$ cat src/rtl/uart_tx_fifo.sv
// UART 8N1 transmitter fed by a small circular byte FIFO.
// Bytes pushed with trmt are serialized LSB first at BAUD_DIV clocks per bit;
// queued bytes go out back-to-back with no idle bit between frames.
module uart_tx_fifo #(
    parameter int unsigned BAUD_DIV   = 434,
    parameter int unsigned FIFO_DEPTH = 4
) (
    input  logic       clk,
    input  logic       RST_n,
    input  logic       trmt,
    input  logic [7:0] tx_data,
    output logic       TX,
    output logic       tx_rdy,
    output logic       busy,
    output logic       tx_done,
    output logic       ovf
);

    localparam int unsigned PtrW  = $clog2(FIFO_DEPTH);
    localparam int unsigned CntW  = PtrW + 1;
    localparam int unsigned BaudW = $clog2(BAUD_DIV);

    localparam logic [BaudW-1:0] BaudLast = BaudW'(BAUD_DIV - 1);
    localparam logic [CntW-1:0]  CntFull  = CntW'(FIFO_DEPTH);

    typedef enum logic [1:0] {
        StIdle,
        StStart,
        StData,
        StStop
    } state_e;

    // FIFO state
    logic [7:0]      mem_q [FIFO_DEPTH];
    logic [PtrW-1:0] wr_ptr_q, wr_ptr_d;
    logic [PtrW-1:0] rd_ptr_q, rd_ptr_d;
    logic [CntW-1:0] count_q, count_d;

    // Transmitter state
    state_e          state_q, state_d;
    logic [BaudW-1:0] baud_q, baud_d;
    logic [2:0]      bit_cnt_q, bit_cnt_d;
    logic [7:0]      shift_q, shift_d;

    // Registered outputs
    logic            tx_q, tx_d;
    logic            tx_rdy_q, tx_rdy_d;
    logic            busy_q, busy_d;
    logic            tx_done_q, tx_done_d;
    logic            ovf_q, ovf_d;

    logic            fifo_full;
    logic            fifo_empty;
    logic            push;
    logic            pop;
    logic            baud_last;
    logic [7:0]      fifo_head;

    assign fifo_full  = (count_q == CntFull);
    assign fifo_empty = (count_q == '0);
    assign baud_last  = (baud_q == BaudLast);
    assign fifo_head  = mem_q[rd_ptr_q];

    // A push into a full FIFO is dropped even if a pop happens in the same cycle.
    assign push = trmt & ~fifo_full;

    // Transmit FSM next state: bit timing comes only from the baud counter.
    always_comb begin
        state_d   = state_q;
        baud_d    = baud_q;
        bit_cnt_d = bit_cnt_q;
        shift_d   = shift_q;
        tx_d      = tx_q;
        pop       = 1'b0;

        unique case (state_q)
            StIdle: begin
                tx_d   = 1'b1;
                baud_d = '0;
                if (!fifo_empty) begin
                    pop     = 1'b1;
                    shift_d = fifo_head;
                    state_d = StStart;
                    tx_d    = 1'b0;
                end
            end
            StStart: begin
                if (baud_last) begin
                    baud_d    = '0;
                    bit_cnt_d = '0;
                    state_d   = StData;
                    tx_d      = shift_q[0];
                end else begin
                    baud_d = baud_q + BaudW'(1);
                end
            end
            StData: begin
                if (baud_last) begin
                    baud_d = '0;
                    if (bit_cnt_q == 3'd7) begin
                        state_d = StStop;
                        tx_d    = 1'b1;
                    end else begin
                        shift_d   = {1'b0, shift_q[7:1]};
                        bit_cnt_d = bit_cnt_q + 3'd1;
                        tx_d      = shift_d[0];
                    end
                end else begin
                    baud_d = baud_q + BaudW'(1);
                end
            end
            StStop: begin
                if (baud_last) begin
                    baud_d = '0;
                    // Chain straight into the next start bit when data is waiting.
                    if (!fifo_empty) begin
                        pop     = 1'b1;
                        shift_d = fifo_head;
                        state_d = StStart;
                        tx_d    = 1'b0;
                    end else begin
                        state_d = StIdle;
                        tx_d    = 1'b1;
                    end
                end else begin
                    baud_d = baud_q + BaudW'(1);
                end
            end
            default: begin
                state_d = StIdle;
                tx_d    = 1'b1;
                baud_d  = '0;
            end
        endcase

        // Registered so it lines up with the final stop-bit cycle.
        tx_done_d = (state_d == StStop) && (baud_d == BaudLast);
    end

    // FIFO pointer/count update and the status flags derived from it.
    always_comb begin
        wr_ptr_d = wr_ptr_q;
        rd_ptr_d = rd_ptr_q;
        count_d  = count_q;

        if (push) begin
            wr_ptr_d = wr_ptr_q + PtrW'(1);
        end
        if (pop) begin
            rd_ptr_d = rd_ptr_q + PtrW'(1);
        end

        unique case ({push, pop})
            2'b10:   count_d = count_q + CntW'(1);
            2'b01:   count_d = count_q - CntW'(1);
            default: count_d = count_q;
        endcase

        tx_rdy_d = (count_d != CntFull);
        busy_d   = (state_d != StIdle) || (count_d != '0);
        ovf_d    = ovf_q | (trmt & fifo_full);
    end

    // All control state and registered outputs.
    always_ff @(posedge clk or negedge RST_n) begin
        if (!RST_n) begin
            state_q   <= StIdle;
            baud_q    <= '0;
            bit_cnt_q <= '0;
            shift_q   <= '0;
            wr_ptr_q  <= '0;
            rd_ptr_q  <= '0;
            count_q   <= '0;
            tx_q      <= 1'b1;
            tx_rdy_q  <= 1'b1;
            busy_q    <= 1'b0;
            tx_done_q <= 1'b0;
            ovf_q     <= 1'b0;
        end else begin
            state_q   <= state_d;
            baud_q    <= baud_d;
            bit_cnt_q <= bit_cnt_d;
            shift_q   <= shift_d;
            wr_ptr_q  <= wr_ptr_d;
            rd_ptr_q  <= rd_ptr_d;
            count_q   <= count_d;
            tx_q      <= tx_d;
            tx_rdy_q  <= tx_rdy_d;
            busy_q    <= busy_d;
            tx_done_q <= tx_done_d;
            ovf_q     <= ovf_d;
        end
    end

    // Byte storage; contents are don't-care while the count says empty.
    always_ff @(posedge clk) begin
        if (push) begin
            mem_q[wr_ptr_q] <= tx_data;
        end
    end

    assign TX      = tx_q;
    assign tx_rdy  = tx_rdy_q;
    assign busy    = busy_q;
    assign tx_done = tx_done_q;
    assign ovf     = ovf_q;

endmodule

$ cat config.mk
export PLATFORM = sky130hd
export DESIGN_NAME = uart_tx_fifo
export DESIGN_NICKNAME = d
export VERILOG_FILES = /design/src/rtl/uart_tx_fifo.sv
export SDC_FILE = /design/constraint.sdc
export NUM_CORES = 1
export LEC_CHECK = 0
export ABC_AREA = 1
export CAP_MARGIN = 20
export CORE_UTILIZATION = 55
export DETAILED_ROUTE_END_ITERATION = 16
export GPL_TIMING_DRIVEN = 0
export PLACE_DENSITY = 0.74
export SLEW_MARGIN = 20
export SYNTH_ARGS = -nofsm -noshare
export SYNTH_HDL_FRONTEND = slang
export SYNTH_SLANG_ARGS = --single-unit
$ cat constraint.sdc
create_clock -name clk -period 2.45 [get_ports clk]
set_input_delay 0.6125 -clock clk [delete_from_list [all_inputs] [get_ports clk]]
set_output_delay 0.6125 -clock clk [all_outputs]
set_load 0.02 [all_outputs]
After elaboration in Yosys (flattened, before gate mapping)
Memories as Yosys holds them, arrays and structs flattened.
Index checks and enable logic that the tools add are counted.
{ "classes": {"addsub": 6, "eq_ne": 15, "mux": 30, "bitwise_logic": 4, "reduce_logical": 12} }
{ "op_table": {"columns": ["operator", "n"], "rows": [
  ["two-way mux 8 bit", 4],
  ["one-hot mux 8 bit (3 select lines)", 1],
  ["equality test 9 bit (second input constant)", 2],
  ["one-hot mux 9 bit (2 select lines)", 1],
  ["one-hot mux 3 bit (2 select lines)", 2],
  ["two-way mux 1 bit", 10],
  ["two-way mux 2 bit", 5],
  ["adder 9 x 1 -> 9 bit (second input constant)", 1],
  ["two-way mux 3 bit", 3],
  ["two-way mux 9 bit", 1],
  ["equality test 2 bit (second input constant)", 4],
  ["inequality test 2 bit (second input constant)", 4],
  ["one-hot mux 2 bit (4 select lines)", 1],
  ["AND reduction 4 bit", 2],
  ["adder 3 x 1 -> 3 bit (second input constant)", 2],
  ["equality test 3 bit (second input constant)", 2],
  ["nonzero test 3 bit", 2],
  ["adder 2 x 1 -> 2 bit (second input constant)", 2],
  ["equality test 2 x 1 -> 1 bit (second input constant)", 2],
  ["one-hot mux 1 bit (4 select lines)", 1],
  ["nonzero test 2 bit", 2],
  ["logical NOT 3 bit", 1],
  ["inequality test 3 bit (second input constant)", 1],
  ["AND reduction 3 bit", 1],
  ["other kinds (9)", 10]
]} }
{ "totals": {"ff_bits": 34, "ramBits": 32, "input_bits": 11, "n_memories": 1} }
{ "memory_table": {"columns": ["memory", "words", "width", "rd", "rd_clocked_by_memory_dff", "write_ports", "line_no", "source"], "rows": [
  ["mem_q", 4, 8, 1, 0, 1, "34", "logic [7:0] mem_q [FIFO_DEPTH];"]
]} }

Longest topological paths before layout
{ "logic_depth": {"depth_word": 8, "depth_mapped": 15, "ltp_nobuf": 15} }

Worst setup path before layout
No wires, ideal clock.
{ "synth_path": {"path_type": "register to register", "from": "reg baud_q[1]", "to": "reg busy_q (netlist: busy)", "arrival_time_ps": 2128, "required_time_ps": 2323, "slack_ps": 196, "stages_incl_launch_ff": 14, "period_less_slack_ps": 2254, "cell_sequence": "dfrtp_1 -> inv_1 -> ha_1 -> nand2_1 -> nor2_2 -> nand3_1 -> nand2_1 -> nand2_1 -> inv_1 -> ha_1 -> fa_1 -> mux2_2 -> nor2_1 -> nand3_1"} }
{ "synth_between": {"elab_chain_len": 7, "word_cells_on_any_way": 13} }
{ "synth_lines": {"columns": ["item", "line_no", "source"], "rows": [
  ["from (decl)", "41", "logic [BaudW-1:0] baud_q, baud_d;"],
  ["from (signal assigned)", "181", "baud_q <= baud_d;"],
  ["equality test 9 bit *", "61", "assign baud_last = (baud_q == BaudLast);"],
  ["two-way mux 1 bit *", "113", "if (baud_last) begin"],
  ["one-hot mux 1 bit (2 select lines) *", "76", "unique case (state_q)"],
  ["equality test 2 x 1 -> 1 bit / equality test 2 bit (equally long branches)", "153", "unique case ({push, pop})"],
  ["one-hot mux 3 bit (2 select lines) *", "153", null],
  ["via count_d[1]", "37", "logic [CntW-1:0] count_q, count_d;"],
  ["nonzero test 3 bit *", "160", "busy_d = (state_d != StIdle) || (count_d != '0);"],
  ["logical OR 1 bit *", "160", null],
  ["via busy_d", "48", "logic busy_q, busy_d;"],
  ["to (signal assigned)", "189", "busy_q <= busy_d;"],
  ["to (decl)", "48", null]
]} }
Mark *: on every way through the listed nets, which the timed path passes. The rest lies on a longest branch.
A chain may end at the register's enable or synchronous reset.

Worst setup path after layout
{ "layout_path": {"from": "reg state_q[1]", "to": "reg busy_q (netlist: busy)"} }
{ "layout_between": {"elab_chain_len": 6, "word_cells_on_any_way": 17} }
{ "layout_lines": {"columns": ["item", "line_no", "source"], "rows": [
  ["from (decl)", "40", "state_e state_q, state_d;"],
  ["from (signal assigned)", "167", "state_q <= StIdle;"],
  ["from (signal assigned)", "180", "state_q <= state_d;"],
  ["equality test 2 bit / logical NOT 2 bit (equally long branches)", "76", null],
  ["one-hot mux 1 bit (2 select lines) *", "76", null],
  ["equality test 2 x 1 -> 1 bit / equality test 2 bit (equally long branches)", "153", null],
  ["one-hot mux 3 bit (2 select lines) *", "153", null],
  ["via count_d[1]", "37", null],
  ["nonzero test 3 bit *", "160", null],
  ["logical OR 1 bit *", "160", null],
  ["via busy_d", "48", null]
]} }
Marks and branches as above.

==> flow_summary.toml <==
[sta]
fin_crit_sh = 0.953
setup_viol = 0
fin_skew_ns = 0.00820
worst_slew_pin_slew_ns = 0.782
finalCriticalPeriod_ns = 2.33
finalWorstSetupSlack_ns = 0.115
slew_headroom = 0.477
finalHoldViolCount = 0
maxSlewViolCount = 0
max_freq_mhz = 428
rsz0062_at_grt = "no"

[job]
drv_cap = 0

[setup_path]
timing.rr.start = "state_q[1]"
critical_path.startpoint = "state_q[1]"
required_ns = 2.69
critPathKind = "flip-flop to flip-flop"
cp-end-kind = "flip-flop"
r2r_cells = 10
worst_setup_path_start_kind = "flip-flop"
path_max_fanout = 5
regToRegSetupSlack_ns = 0.12
timing.rr.end = "busy"
crit_arrival_ns = 2.57

[final_layout]
seq_area_um2 = 1810
area_growth_pct = 19.5
instances_no_fill = 418
antenna_cells = 0
nets = 367
layout-drive-gt1-share = 0.173
most-common-layout-cells = "49 x nand2_1, 36 x nor2_1, 32 x dfrtp_1, 32 x edfxtp_1, 30 x o21ai_0"
fillerInstances = 423
final_common_cell = "nand2_1"
multi_input_area_um2 = 1220

[die]
pin_count = 16
die_h_um = 77.4
start_util = 0.567
row_count = 27
fp.dieArea_um2 = 5990
core_um2 = 5510
die_w_um = 77.4

[global_routing]
grt_pass1_wl_um = 10000
grt_usage = 0.223
grt_max_degree = 20
overflow = 0
antenna_found_initial = 0
grt_pass1_vias = 2184

[detailed_routing]
ant_nets = 0
vias = 2241
first_pass_iters = 4
viasPerCell = 5.36
finalWirelength_um = 6040
wl_per_cell_um = 14.5
drt_iter0_markers = 99
drc_errors = 0

[clocking]
cts_buffers = 9
cts_tree = "done"
htree_levels = 3
cts.sinks = 66
clk_root_buffer_cell = "clkbuf_8"
clkTransAtPathRegs_ns = 0.08
cts_buffer_depth = 2
clock_latency_ns = 0.35
ctsHoldBuffers = 0

[synth]
yosys.cell_types.count = 35
syn_inst = 308
yosys_warnings = 0
avgSynthCellArea_um2 = 10.1
syn-num-nets = 334
syn_area_um2 = 3120
ys_seq_area_frac = 0.581
synth_seq_cells = 66

[power]
leakagePower_nw = 1.60
ir_worst_vdd_mv = 0.684
finalPower_mw = 3.01
p_per_area_nw_per_um2 = 808

[place]
place_ws_ns = -0.256
routabilityCongestion = 0.826
post-place-cells = 396
io_buffers = 15
dp_hpwl_um = 4120

[run_status]
outcome = "completed"

[hold_path]
hold_path.class = "primary input to async pin"
==> cell usage after synthesis <==
master	count	area [um^2]
o21a_1	1	7.51
or2_2	5	31.3
o21bai_1	1	7.51
nor3_2	1	10.0
o22ai_1	8	50.1
nor3_1	1	5.00
o21ai_1	2	10.0
nor2_2	2	12.5
nand4_1	2	12.5
nand3_4	1	17.5
dfrtp_1	32	801
o21ai_0	31	155
inv_1	30	113
nand3_1	16	80.1
fa_1	1	20.0
ha_1	14	175
nor2_8	1	20.0
nand2_2	4	25.0
nor2_4	1	11.3
nand2_1	52	195
edfxtp_1	32	961
clkbuf_1	3	11.3
mux2_2	1	11.3
and3_1	1	6.26
nor2_1	39	146
nand2_4	3	33.8
buf_2	1	5.00
a31o_2	1	8.76
a21oi_1	5	25.0
dfstp_2	2	52.6
xor2_1	4	35.0
xnor2_1	1	8.76
inv_2	2	7.51
o211ai_1	6	45.0
o31ai_1	1	7.51
==> routing by layer <==
metal,wire length [um],vias to the layer above,GRT usage,part of all wire
met5,0,-,0,0
met4,96,0,0.117,0.016
met3,185,8,0.0353,0.031
met2,3110,31,0.378,0.51
met1,2650,1098,0.277,0.44
li1,-,1104,-,-
==> area by class of cell <==
type / count / share of cell area
flip-flops and latches: 66 / 0.486
multi-input cells: 206 / 0.328
repair buffers: 22 / 0.0583
clock inverters: 7 / 0.0335
clock buffers: 9 / 0.0332
inverters: 32 / 0.0322
well taps: 72 / 0.0241
plain buffers: 4 / 0.00436
==> worst max-delay path by stage <==
stage	endpoint	slack, ns
4_1_cts	busy	0.02
6_report	busy	0.12
3_3_place_gp	busy	-0.23
3_5_place_dp	busy	-0.26
2_1_floorplan	busy	0.20
5_1_grt	busy	0.002
==> sequential cells by signal (all words and copies together), names as in the netlist <==
register,flops
rd_ptr_q,2
shift_q,8
tx_rdy,1
bit_cnt_q,3
busy,1
wr_ptr_q,2
TX,1
baud_q,9
mem_q,32
ovf,1
tx_done,1
state_q,2
count_q,3
==> cell families (layout without fill, tap and decap cells) <==
group | Yosys count | count (layout) | synth area share
buffers and inverters | 36 | 74 | 0.0437
adder cells (fa/ha/maj) | 15 | 15 | 0.0625
multiplexers | 1 | 1 | 0.00360
XOR/XNOR | 5 | 5 | 0.0140
flip-flops | 66 | 66 | 0.581
AO/OA/AOI/OAI | 56 | 56 | 0.101
AND/OR/NAND/NOR | 129 | 129 | 0.194
==> what timing repair did <==
item / 4_1_cts / 5_1_grt
gates resized for setup: 3 / 12
buffers inserted: 2 / 4
setup endpoints to repair: 2 / 3
pin swaps: 0 / 3
==> worst max-delay path, cell delays in order (launching register included) <==
cell     delay [ns]
dfrtp_1        0.42
inv_1          0.19
ha_4           0.24
nor2_2         0.11
nand2_2        0.10
inv_1          0.07
ha_2           0.20
fa_2           0.43
mux2_4         0.30
nor2_4         0.09
nand3_1        0.07
==> report_power, final <==
part	leakage [nW]	internal, mW	switching, mW
clock network	0.124	0.686	0.456
logic	0.780	0.171	0.292
registers	0.700	1.34	0.0713
==> metrics by stage <==
stage | hold slack (ns) | cell area [um^2] | TNS [ns] | utilization
after floorplan | 0.317 | 3120 | 0 | -
after global placement | 0.450 | 3360 | -0.464 | 0.611
after detailed placement | 0.454 | 3390 | -0.538 | 0.615
after CTS | 0.193 | 3660 | 0 | 0.665
after global routing | 0.211 | 3730 | 0 | 0.678
final | 0.187 | 3730 | 0 | 0.678
(Power assumes the default switching activity.)
